<file path="src/rtl/mem_access_stage_if.sv">
// Execute -> memory-access -> write-back handshake plus the data-memory port.
// The stage takes the slave modport; the surrounding pipeline/memory model
// takes the master modport.
// Optional feature macro: MEM_MISALIGN_CHECK_EN adds misalign_fault.
//
// Handshake: a transfer happens on a rising clk edge where the sender's
// ReadyToSend and the receiver's ReadyToRcv are both 1. The sender holds its
// data stable while ReadyToSend=1 and no transfer has happened yet.
`timescale 1ns/1ps
interface mem_access_stage_if #(
    parameter int XLEN     = 32,
    parameter int REGIDX_W = 5
);
    // upstream (execute side)
    logic                prevPipReadyToSend;
    logic                curPipReadyToRcv;
    logic                in_isLsUopUse;
    logic                in_isMemLoad;
    logic [1:0]          in_ldsize;
    logic                in_ldSignExt;
    logic [XLEN-1:0]     in_addr;
    logic [XLEN-1:0]     in_storeVal;
    logic                in_rd_valid;
    logic [REGIDX_W-1:0] in_rd_idx;
    logic [XLEN-1:0]     in_rd_val;
    // downstream (write-back side)
    logic                curPipReadyToSend;
    logic                nextPipReadyToRcv;
    logic                out_rd_valid;
    logic [REGIDX_W-1:0] out_rd_idx;
    logic [XLEN-1:0]     out_rd_val;
    // data memory
    logic                mem_req;
    logic                mem_we;
    logic [XLEN-1:0]     mem_addr;
    logic [XLEN-1:0]     mem_wdata;
    logic [3:0]          mem_wmask;
    logic [XLEN-1:0]     mem_rdata;
    logic                mem_fin;
`ifdef MEM_MISALIGN_CHECK_EN
    logic                misalign_fault;
`endif

    modport slave (
        input  prevPipReadyToSend, in_isLsUopUse, in_isMemLoad, in_ldsize,
               in_ldSignExt, in_addr, in_storeVal, in_rd_valid, in_rd_idx,
               in_rd_val, nextPipReadyToRcv, mem_rdata, mem_fin,
        output curPipReadyToRcv, curPipReadyToSend, out_rd_valid, out_rd_idx,
               out_rd_val, mem_req, mem_we, mem_addr, mem_wdata, mem_wmask
`ifdef MEM_MISALIGN_CHECK_EN
               , misalign_fault
`endif
    );

    modport master (
        output prevPipReadyToSend, in_isLsUopUse, in_isMemLoad, in_ldsize,
               in_ldSignExt, in_addr, in_storeVal, in_rd_valid, in_rd_idx,
               in_rd_val, nextPipReadyToRcv, mem_rdata, mem_fin,
        input  curPipReadyToRcv, curPipReadyToSend, out_rd_valid, out_rd_idx,
               out_rd_val, mem_req, mem_we, mem_addr, mem_wdata, mem_wmask
`ifdef MEM_MISALIGN_CHECK_EN
               , misalign_fault
`endif
    );
endinterface

</file>
<file path="src/rtl/mem_access_stage.sv">
// Load/store stage of the multicycle RV32I pipeline. Latches one uop from
// execute, runs at most one memory transaction for load/store uops (byte-lane
// steering on stores, shift + sign/zero extension on loads) and hands the
// destination register to write-back. Non-LS uops pass through in one cycle.
// Optional feature macro: MEM_MISALIGN_CHECK_EN (misaligned LS uops are
// dropped with a one-cycle misalign_fault pulse instead of touching memory).
// dbg_state exposes the FSM state: 0 idle, 1 waitBef, 2 sending, 3 waitSend.
`timescale 1ns/1ps
module mem_access_stage #(
    parameter int XLEN     = 32,
    parameter int REGIDX_W = 5
) (
    input  logic                  clk,
    input  logic                  rst,
    mem_access_stage_if.slave     bus,
    output logic [1:0]            dbg_state
);

    typedef enum logic [1:0] {
        idle_state      = 2'd0,
        wait_bef_state  = 2'd1,
        sending_state   = 2'd2,
        wait_send_state = 2'd3
    } state_t;

    state_t              state;
    logic                rdy_rcv_r;
    logic                rdy_send_r;
    logic                is_load_r;
    logic [1:0]          ldsize_r;
    logic                signext_r;
    logic [1:0]          off_r;
    logic                rd_valid_r;
    logic [REGIDX_W-1:0] rd_idx_r;
    logic [XLEN-1:0]     rd_val_r;
    logic                mem_req_r;
    logic                mem_we_r;
    logic [XLEN-1:0]     mem_addr_r;
    logic [XLEN-1:0]     mem_wdata_r;
    logic [3:0]          mem_wmask_r;
`ifdef MEM_MISALIGN_CHECK_EN
    logic                fault_r;
`endif

    logic                in_mis;
    logic [XLEN-1:0]     st_wdata;
    logic [3:0]          st_wmask;
    logic [1:0]          ld_off;
    logic [XLEN-1:0]     ld_sh;
    logic [XLEN-1:0]     ld_ext;
    logic                fin_hit;
    logic                done;

    // Misalignment of the incoming uop; ldsize=11 behaves as a word access.
`ifdef MEM_MISALIGN_CHECK_EN
    assign in_mis = bus.in_isLsUopUse &
                    (((bus.in_ldsize == 2'b01) & bus.in_addr[0]) |
                     (bus.in_ldsize[1] & (bus.in_addr[1:0] != 2'b00)));
`else
    assign in_mis = 1'b0;
`endif

    // Store lane replication and byte enables from the incoming uop.
    always_comb begin
        st_wdata = bus.in_storeVal;
        st_wmask = 4'b1111;
        case (bus.in_ldsize)
            2'b00: begin
                st_wdata = {(XLEN/8){bus.in_storeVal[7:0]}};
                st_wmask = 4'b0001 << bus.in_addr[1:0];
            end
            2'b01: begin
                st_wdata = {(XLEN/16){bus.in_storeVal[15:0]}};
                st_wmask = 4'b0011 << {bus.in_addr[1], 1'b0};
            end
            default: begin
                st_wdata = bus.in_storeVal;
                st_wmask = 4'b1111;
            end
        endcase
    end

    // Load data: shift the addressed lane down, then extend to XLEN.
    always_comb begin
        ld_off = 2'b00;
        case (ldsize_r)
            2'b00:   ld_off = off_r;
            2'b01:   ld_off = {off_r[1], 1'b0};
            default: ld_off = 2'b00;
        endcase
        ld_sh  = bus.mem_rdata >> {ld_off, 3'b000};
        ld_ext = ld_sh;
        case (ldsize_r)
            2'b00:   ld_ext = {{(XLEN-8){signext_r & ld_sh[7]}}, ld_sh[7:0]};
            2'b01:   ld_ext = {{(XLEN-16){signext_r & ld_sh[15]}}, ld_sh[15:0]};
            default: ld_ext = ld_sh;
        endcase
    end

    // mem_req is only high in sendingState for an LS uop, so a fin seen while
    // it is low is by construction outside an outstanding transaction.
    assign fin_hit = mem_req_r & bus.mem_fin;
    // rdy_send_r is preset on entry to sendingState for uops that need no memory.
    assign done    = rdy_send_r | fin_hit;

    // Pipeline control FSM with registered handshake and memory-side outputs.
    always_ff @(posedge clk) begin
        if (rst) begin
            state       <= idle_state;
            rdy_rcv_r   <= 1'b0;
            rdy_send_r  <= 1'b0;
            is_load_r   <= 1'b0;
            ldsize_r    <= 2'b00;
            signext_r   <= 1'b0;
            off_r       <= 2'b00;
            rd_valid_r  <= 1'b0;
            rd_idx_r    <= '0;
            rd_val_r    <= '0;
            mem_req_r   <= 1'b0;
            mem_we_r    <= 1'b0;
            mem_addr_r  <= '0;
            mem_wdata_r <= '0;
            mem_wmask_r <= 4'b0000;
`ifdef MEM_MISALIGN_CHECK_EN
            fault_r     <= 1'b0;
`endif
        end else begin
            case (state)
                idle_state: begin
                    state     <= wait_bef_state;
                    rdy_rcv_r <= 1'b1;
                end
                wait_bef_state: begin
                    if (bus.prevPipReadyToSend) begin
                        state     <= sending_state;
                        rdy_rcv_r <= 1'b0;
                        is_load_r <= bus.in_isMemLoad;
                        ldsize_r  <= bus.in_ldsize;
                        signext_r <= bus.in_ldSignExt;
                        off_r     <= bus.in_addr[1:0];
                        rd_idx_r  <= bus.in_rd_idx;
                        if (!bus.in_isLsUopUse) begin
                            rd_valid_r <= bus.in_rd_valid;
                            rd_val_r   <= bus.in_rd_val;
                            rdy_send_r <= 1'b1;
                            mem_we_r   <= 1'b0;
                        end else if (in_mis) begin
                            rd_valid_r <= 1'b0;
                            rd_val_r   <= '0;
                            rdy_send_r <= 1'b1;
                            mem_we_r   <= 1'b0;
`ifdef MEM_MISALIGN_CHECK_EN
                            fault_r    <= 1'b1;
`endif
                        end else begin
                            rd_valid_r  <= bus.in_isMemLoad & bus.in_rd_valid;
                            rd_val_r    <= '0;
                            rdy_send_r  <= 1'b0;
                            mem_req_r   <= 1'b1;
                            mem_we_r    <= ~bus.in_isMemLoad;
                            mem_addr_r  <= {bus.in_addr[XLEN-1:2], 2'b00};
                            mem_wdata_r <= st_wdata;
                            mem_wmask_r <= st_wmask;
                        end
                    end
                end
                sending_state: begin
                    if (done) begin
                        mem_req_r <= 1'b0;
`ifdef MEM_MISALIGN_CHECK_EN
                        fault_r   <= 1'b0;
`endif
                        // Keep the load result for a stalled write-back.
                        if (fin_hit && is_load_r) begin
                            rd_val_r <= ld_ext;
                        end
                        if (bus.nextPipReadyToRcv) begin
                            state      <= wait_bef_state;
                            rdy_send_r <= 1'b0;
                            rdy_rcv_r  <= 1'b1;
                        end else begin
                            state      <= wait_send_state;
                            rdy_send_r <= 1'b1;
                        end
                    end
                end
                wait_send_state: begin
                    if (bus.nextPipReadyToRcv) begin
                        state      <= wait_bef_state;
                        rdy_send_r <= 1'b0;
                        rdy_rcv_r  <= 1'b1;
                    end
                end
                default: state <= idle_state;
            endcase
        end
    end

    assign bus.curPipReadyToRcv  = rdy_rcv_r;
    assign bus.curPipReadyToSend = rdy_send_r | fin_hit;
    assign bus.out_rd_valid      = rd_valid_r;
    assign bus.out_rd_idx        = rd_idx_r;
    assign bus.out_rd_val        = (fin_hit && is_load_r) ? ld_ext : rd_val_r;
    assign bus.mem_req           = mem_req_r;
    assign bus.mem_we            = mem_we_r;
    assign bus.mem_addr          = mem_addr_r;
    assign bus.mem_wdata         = mem_wdata_r;
    assign bus.mem_wmask         = mem_wmask_r;
`ifdef MEM_MISALIGN_CHECK_EN
    assign bus.misalign_fault    = fault_r;
`endif
    assign dbg_state             = state;

endmodule
</file>
<file path="src/flat_wrapper.sv">
// flat-port wrapper written by rule: the top's interface ports become plain ports
module mem_access_stage_flat 
#(
    parameter int XLEN     = 32,
    parameter int REGIDX_W = 5
)
  (clk, rst, dbg_state, bus_prevPipReadyToSend, bus_in_isLsUopUse, bus_in_isMemLoad, bus_in_ldsize, bus_in_ldSignExt, bus_in_addr, bus_in_storeVal, bus_in_rd_valid, bus_in_rd_idx, bus_in_rd_val, bus_nextPipReadyToRcv, bus_mem_rdata, bus_mem_fin, bus_curPipReadyToRcv, bus_curPipReadyToSend, bus_out_rd_valid, bus_out_rd_idx, bus_out_rd_val, bus_mem_req, bus_mem_we, bus_mem_addr, bus_mem_wdata, bus_mem_wmask);
  mem_access_stage_if #(.XLEN(XLEN), .REGIDX_W(REGIDX_W)) bus_i ();
  input  logic clk;
  input  logic rst;
  output logic [1:0] dbg_state;
  input wire logic [$bits(bus_i.prevPipReadyToSend)-1:0] bus_prevPipReadyToSend;
  input wire logic [$bits(bus_i.in_isLsUopUse)-1:0] bus_in_isLsUopUse;
  input wire logic [$bits(bus_i.in_isMemLoad)-1:0] bus_in_isMemLoad;
  input wire logic [$bits(bus_i.in_ldsize)-1:0] bus_in_ldsize;
  input wire logic [$bits(bus_i.in_ldSignExt)-1:0] bus_in_ldSignExt;
  input wire logic [$bits(bus_i.in_addr)-1:0] bus_in_addr;
  input wire logic [$bits(bus_i.in_storeVal)-1:0] bus_in_storeVal;
  input wire logic [$bits(bus_i.in_rd_valid)-1:0] bus_in_rd_valid;
  input wire logic [$bits(bus_i.in_rd_idx)-1:0] bus_in_rd_idx;
  input wire logic [$bits(bus_i.in_rd_val)-1:0] bus_in_rd_val;
  input wire logic [$bits(bus_i.nextPipReadyToRcv)-1:0] bus_nextPipReadyToRcv;
  input wire logic [$bits(bus_i.mem_rdata)-1:0] bus_mem_rdata;
  input wire logic [$bits(bus_i.mem_fin)-1:0] bus_mem_fin;
  output wire logic [$bits(bus_i.curPipReadyToRcv)-1:0] bus_curPipReadyToRcv;
  output wire logic [$bits(bus_i.curPipReadyToSend)-1:0] bus_curPipReadyToSend;
  output wire logic [$bits(bus_i.out_rd_valid)-1:0] bus_out_rd_valid;
  output wire logic [$bits(bus_i.out_rd_idx)-1:0] bus_out_rd_idx;
  output wire logic [$bits(bus_i.out_rd_val)-1:0] bus_out_rd_val;
  output wire logic [$bits(bus_i.mem_req)-1:0] bus_mem_req;
  output wire logic [$bits(bus_i.mem_we)-1:0] bus_mem_we;
  output wire logic [$bits(bus_i.mem_addr)-1:0] bus_mem_addr;
  output wire logic [$bits(bus_i.mem_wdata)-1:0] bus_mem_wdata;
  output wire logic [$bits(bus_i.mem_wmask)-1:0] bus_mem_wmask;
  assign bus_i.prevPipReadyToSend = bus_prevPipReadyToSend;
  assign bus_i.in_isLsUopUse = bus_in_isLsUopUse;
  assign bus_i.in_isMemLoad = bus_in_isMemLoad;
  assign bus_i.in_ldsize = bus_in_ldsize;
  assign bus_i.in_ldSignExt = bus_in_ldSignExt;
  assign bus_i.in_addr = bus_in_addr;
  assign bus_i.in_storeVal = bus_in_storeVal;
  assign bus_i.in_rd_valid = bus_in_rd_valid;
  assign bus_i.in_rd_idx = bus_in_rd_idx;
  assign bus_i.in_rd_val = bus_in_rd_val;
  assign bus_i.nextPipReadyToRcv = bus_nextPipReadyToRcv;
  assign bus_i.mem_rdata = bus_mem_rdata;
  assign bus_i.mem_fin = bus_mem_fin;
  assign bus_curPipReadyToRcv = bus_i.curPipReadyToRcv;
  assign bus_curPipReadyToSend = bus_i.curPipReadyToSend;
  assign bus_out_rd_valid = bus_i.out_rd_valid;
  assign bus_out_rd_idx = bus_i.out_rd_idx;
  assign bus_out_rd_val = bus_i.out_rd_val;
  assign bus_mem_req = bus_i.mem_req;
  assign bus_mem_we = bus_i.mem_we;
  assign bus_mem_addr = bus_i.mem_addr;
  assign bus_mem_wdata = bus_i.mem_wdata;
  assign bus_mem_wmask = bus_i.mem_wmask;
  mem_access_stage #(.XLEN(XLEN), .REGIDX_W(REGIDX_W)) u_core (.clk(clk), .rst(rst), .bus(bus_i), .dbg_state(dbg_state));
endmodule
</file>
<file path="config.mk">
export PLATFORM = sky130hd
export DESIGN_NAME = mem_access_stage_flat
export DESIGN_NICKNAME = d
export VERILOG_FILES = /design/src/rtl/mem_access_stage_if.sv /design/src/rtl/mem_access_stage.sv /design/src/flat_wrapper.sv
export SDC_FILE = /design/constraint.sdc
export NUM_CORES = 1
export LEC_CHECK = 0
export BUFFER_PORTS_ARGS = -buffer_cell sky130_fd_sc_hd__clkbuf_2
export CAP_MARGIN = 20
export CORE_UTILIZATION = 52
export DETAILED_ROUTE_END_ITERATION = 12
export GPL_TIMING_DRIVEN = 0
export PLACE_DENSITY = 0.93
export SLEW_MARGIN = 20
export SYNTH_ARGS = -nofsm -noshare
export SYNTH_HDL_FRONTEND = slang
export SYNTH_SLANG_ARGS = --single-unit
</file>
<file path="constraint.sdc">
create_clock -name clk -period 6.8 [get_ports clk]
set_input_delay 2.04 -clock clk [delete_from_list [all_inputs] [get_ports clk]]
set_output_delay 2.04 -clock clk [all_outputs]
set_load 0.05 [all_outputs]
</file>
==> After elaboration in Yosys (flattened, before gate mapping) <==
Cells that the tools add are included.
{ "word_totals": {"reg_bits": 116, "inputBits": 144, "output_inout_bits": 112, "elab_cells": 76} }
{ "classes": {"n_eq_ne": 9, "shifts": 3, "n_mux": 30, "bitwise": 6, "n_reduce_logical": 13} }
{ "op_table": {"columns": ["operator", "n"], "rows": [
  ["$pmux 32 s2", 3],
  ["$mux 32", 4],
  ["$shr 32x5->32", 1],
  ["$mux 1", 13],
  ["$reduce_and 3->1", 3],
  ["$mux 2", 4],
  ["$ne 2x2->1 const B", 4],
  ["$pmux 2 s4", 1],
  ["$pmux 4 s2", 1],
  ["$reduce_and 4->1", 2],
  ["$eq 2x1->1 const B", 3],
  ["$logic_not 2->1", 3],
  ["$and 1x1->1", 4],
  ["$eq 2x2->1 const B", 2],
  ["$pmux 1 s4", 1],
  ["$pmux 2 s2", 1],
  ["$reduce_and 2->1", 2],
  ["$shl 1x2->4 const A", 1],
  ["$shl 2x2->4 const A", 1],
  ["$pmux 1 s3", 1],
  ["$reduce_bool 3->1", 1],
  ["$pmux 1 s2", 1],
  ["$reduce_bool 2->1", 1],
  ["$logic_and 1x1->1", 1],
  ["other kinds (2)", 2]
]} }

==> Logic depth before layout (Yosys ltp) <==
{ "depth": {"ltp_word": 8, "ltp_mapped": 9, "mapped_depth_nobuf": 7} }

==> Worst setup path before layout <==
Ideal clock, no wire load.
{ "synth_path": {"path_type": "input to output", "start": "input bus_mem_rdata[7]", "end": "output bus_out_rd_val[22]", "arrival_ns": 3.784, "required_ns": 4.760, "setup_slack_ns": 0.976, "cell_stages": 6, "n_path_buf": 1, "cell_sequence": "nor2_1 > o2bb2ai_2 > nor4_4 > nor3_4 > buf_6 > a21oi_1"} }
{ "synth_between": {"elab_chain_cells": 4, "elab_cells_between_ends": 5, "classes_between": "shift: 1; mux: 2; bitwise: 2"} }
{ "synth_rtl": {"columns": ["item", "line_no", "source"], "rows": [
  ["start: declaration", "flat_wrapper.sv:23", "input wire logic [$bits(bus_i.mem_rdata)-1:0] bus_mem_rdata;"],
  ["$shr 32x5->32 *", "mem_access_stage.sv:91", "ld_sh = bus.mem_rdata >> {ld_off, 3'b000};"],
  ["$and 1x1->1 (on tied branches)", "mem_access_stage.sv:95, mem_access_stage.sv:94", null],
  ["$pmux 32 s2 *", "mem_access_stage.sv:93", "case (ldsize_r)"],
  ["$mux 32 *", "mem_access_stage.sv:203", "assign bus.out_rd_val = (fin_hit && is_load_r) ? ld_ext : rd_val_r;"],
  ["end: declaration", "flat_wrapper.sv:29", "output wire logic [$bits(bus_i.out_rd_val)-1:0] bus_out_rd_val;"]
]} }
Every way passes the cells marked *; elsewhere a longest branch is shown, timed or not.

==> Worst setup path in the final report <==
{ "layout_path": {"start": "input bus_mem_fin", "end": "output bus_out_rd_val[12]"} }
{ "layout_between": {"elab_chain_cells": 3} }
{ "layout_rtl": {"columns": ["item", "line_no", "source"], "rows": [
  ["start: declaration", "flat_wrapper.sv:24", "input wire logic [$bits(bus_i.mem_fin)-1:0] bus_mem_fin;"],
  ["$and 1x1->1", "mem_access_stage.sv:102", "assign fin_hit = mem_req_r & bus.mem_fin;"],
  ["$logic_and 1x1->1", "mem_access_stage.sv:203", null],
  ["$mux 32", "mem_access_stage.sv:203", null]
]} }
Every way passes these cells.

==> flow_metrics.tcl <==
set metrics [dict create \
    synth_ff_type "dfxtp_1" \
    ant_nets 0 \
    fin_crit_sh_pct 87.5 \
    synth_seq_cells 116 \
    insertion_delay_ns 0.42 \
    ys_types 46 \
    place_congestion 0.991 \
    cts.sinks 116 \
    antenna_cells 0 \
    yosys_warnings 0 \
    syn_area_um2 5910 \
    arrival_ns 3.91 \
    dieArea_um2 11800 \
    grt.overflow.total 0 \
    slew_headroom_pct 48.1 \
    power_frac_comb_pct 27.9 \
    worstSetupStartpointType "input port" \
    fin_nets 1183 \
    cts_setup_buffers 0 \
    ys_seq_area_share_pct 39.3 \
    final_core_util_pct 72.4 \
    drt_iter0_markers 673 \
    cts_root_buffer "clkbuf_16" \
    hold_violations 0 \
    wl_per_cell_um 17.7 \
    setup_violations 0 \
    hold_class "reg2reg" \
    drc 0 \
    viasPerCell 5.84 \
    worstMarginPinSlew_ns 0.773 \
    row_count 38 \
    clk_pin_slew_ns 0.06 \
    antenna_found_initial 0 \
    p_leak_nw 3.43 \
    cts.path.max_buffers 2 \
    die_x_um 109 \
    r2r_slack_ns 4.07 \
    synthCells 763 \
    design_area_um2 7920 \
    p_seq_share_pct 33.8 \
    post_cts_resized 0 \
    setup_tns_ns 0 \
    netSwitchingFraction_pct 37.4 \
    drv_slew 0 \
    switching_power_mw 0.863 \
    syn_to_final_growth_pct 34.2 \
    p_int_mw 1.45 \
    die_h_um 109 \
    placed_cell_area_um2 7350 \
    crit_required_ns 4.76 \
    total_power_mw 2.31 \
    timing.final.crit_period_ns 5.95 \
    pwr_density_cell_nw_per_um2 292 \
    pre_cts_slack_ns 0.877 \
    hpwl_um 15700 \
    wl_um 21000 \
    grt_max_degree 17 \
    worstPathMaxFanout 10 \
    core_area_um2 10900 \
    nFillCells 853 \
    max_clock_freq_mhz 168 \
    ir_drop_mv 0.171 \
    async_flop_share_pct 0 \
    rsz0062_at_grt "false" \
    synth-edff-count 0 \
    first_global_vias 6500 \
    ctsHoldBuffers 0 \
    port_buffers 252 \
    status "completed" \
    holdWs_ns 0.451 \
    synth_area_per_cell_um2 7.74 \
    worst_setup_path_end_kind "output pin" \
    worst-setup-path-type "in2out" \
    grt_pass1_wl_um 32400 \
    grtUsageTotal_pct 35.9 \
    skew_ns 0.0106 \
    drtPass1Iterations 8 \
    dp_cells 1156 \
    drive_gt1_share_pct 30.0 \
    htreeDepth 4 \
    pwr-share-clk_pct 38.3 \
    cts_buffers 17 \
    postLayoutSetupSlackWorst_ns 0.850 \
    initial_utilization_pct 54.0 \
    drv_cap 0 \
    cts_tree "done" \
    fin_cells 1188 \
    vias 6941 \
    io_pins 256 \
]
==> worst paths after layout <==
kind / from / endpoint / cells after the start
worst max-delay path: bus_mem_fin / bus_out_rd_val[12] / 7
worst min-delay path: u_core.bus.mem_addr[7] / u_core.bus.mem_addr[7] / 2
worst max register to register: u_core.dbg_state[0] / u_core.rd_val_r[14] / 8
worst min register to register: u_core.bus.mem_addr[7] / u_core.bus.mem_addr[7] / 2
==> synth_stat cells (all sizes together), types with 3 or more instances <==
cell / n / area share [%]
nand2: 167 / 11
dfxtp: 116 / 39
a21oi: 84 / 7.1
nor2: 66 / 4.2
clkbuf: 53 / 3.4
o21ai: 47 / 4.0
o22ai: 27 / 2.9
a211oi: 25 / 3.2
a22o: 23 / 3.4
mux2i: 19 / 3.2
a31oi: 17 / 1.8
inv: 17 / 1.1
nor3: 16 / 1.5
and2: 12 / 1.3
buf: 11 / 1.2
a311oi: 10 / 1.5
or3: 9 / 0.95
a221oi: 8 / 1.2
mux4: 7 / 2.7
ha: 4 / 0.85
nand2b: 4 / 0.47
and3: 3 / 0.32
nor4: 3 / 1.1
==> cell usage in the layout, fill, tap and decap left out, drive strengths merged, types with 2 or more instances in the layout <==
| cell type | instances |
|---|---|
| inv | 25 |
| clkinvlp | 2 |
| o22ai | 27 |
| mux4 | 7 |
| dfxtp | 116 |
| and3 | 3 |
| nand2 | 167 |
| clkbuf | 323 |
| nand2b | 4 |
| a211oi | 25 |
| or3 | 9 |
| a31oi | 17 |
| nor3 | 16 |
| nor2 | 66 |
| buf | 11 |
| nor4 | 3 |
| a21oi | 84 |
| o21ai | 47 |
| a311oi | 10 |
| a221oi | 8 |
| and2 | 12 |
| ha | 4 |
| mux2i | 19 |
| conb | 2 |
| nand3 | 2 |
| clkinv | 3 |
| nor2b | 2 |
| a22o | 23 |
==> registers in the layout (all words and copies together), names as in the netlist <==
signal / count
u_core.bus.curPipReadyToRcv: 1
u_core.rd_val_r: 32
u_core.signext_r: 1
u_core.bus.mem_wdata: 32
u_core.bus.out_rd_valid: 1
u_core.off_r: 2
u_core.bus.mem_wmask: 4
u_core.rdy_send_r: 1
u_core.bus.out_rd_idx: 5
u_core.bus.mem_addr: 30
u_core.dbg_state: 2
u_core.bus.mem_we: 1
u_core.is_load_r: 1
u_core.ldsize_r: 2
u_core.bus.mem_req: 1
==> final cells by class <==
type / count / area [um^2] / share of cell area (%)
Tap cell: 140 / 175 / 2.21
Multi-Input combinational cell: 567 / 3250 / 41.1
Buffer: 64 / 270 / 3.41
Clock inverter: 14 / 138 / 1.74
Inverter: 17 / 63.8 / 0.805
Timing Repair Buffer: 252 / 1260 / 15.9
Sequential cell: 116 / 2320 / 29.3
Clock buffer: 18 / 439 / 5.54
==> worst max-delay path, cell delays in order <==
cell	delay [ns]
clkbuf_2	0.12
nand3_2	0.21
clkbuf_1	0.38
clkbuf_1	0.46
nor3_1	0.19
a21oi_1	0.20
clkbuf_2	0.30
==> cell families (layout without fill, tap and decap cells) <==
logic type	after synthesis	after routing	synth area share [%]
adders and majority gates	4	4	0.847
AOI/OAI and AO/OA	249	249	27.0
muxes	26	26	5.89
and+or+nand+nor	286	286	21.2
DFF	116	116	39.3
other	1	2	0.0635
buffers and inverters	81	365	5.66
==> power groups by stage <==
| stage | clock network, mW | logic [mW] | registers [mW] |
|---|---|---|---|
| after floorplan | 0 | 0.352 | 0.889 |
| after global placement | 0 | 0.625 | 0.791 |
| after detailed placement | 0 | 0.634 | 0.792 |
| after CTS | 0.884 | 0.638 | 0.778 |
| after global routing | 0.919 | 0.688 | 0.786 |
| final | 0.884 | 0.645 | 0.780 |
==> layer usage <==
layer  vias up  track usage, %  part of all wire [%]
li1       3260               -                     -
met1      3144            40.9                    37
met2       464            61.3                    49
met3        73            9.34                   9.9
met4         0            19.0                   4.1
met5         -               0                     0
Power figures use the tool's default switching activity.
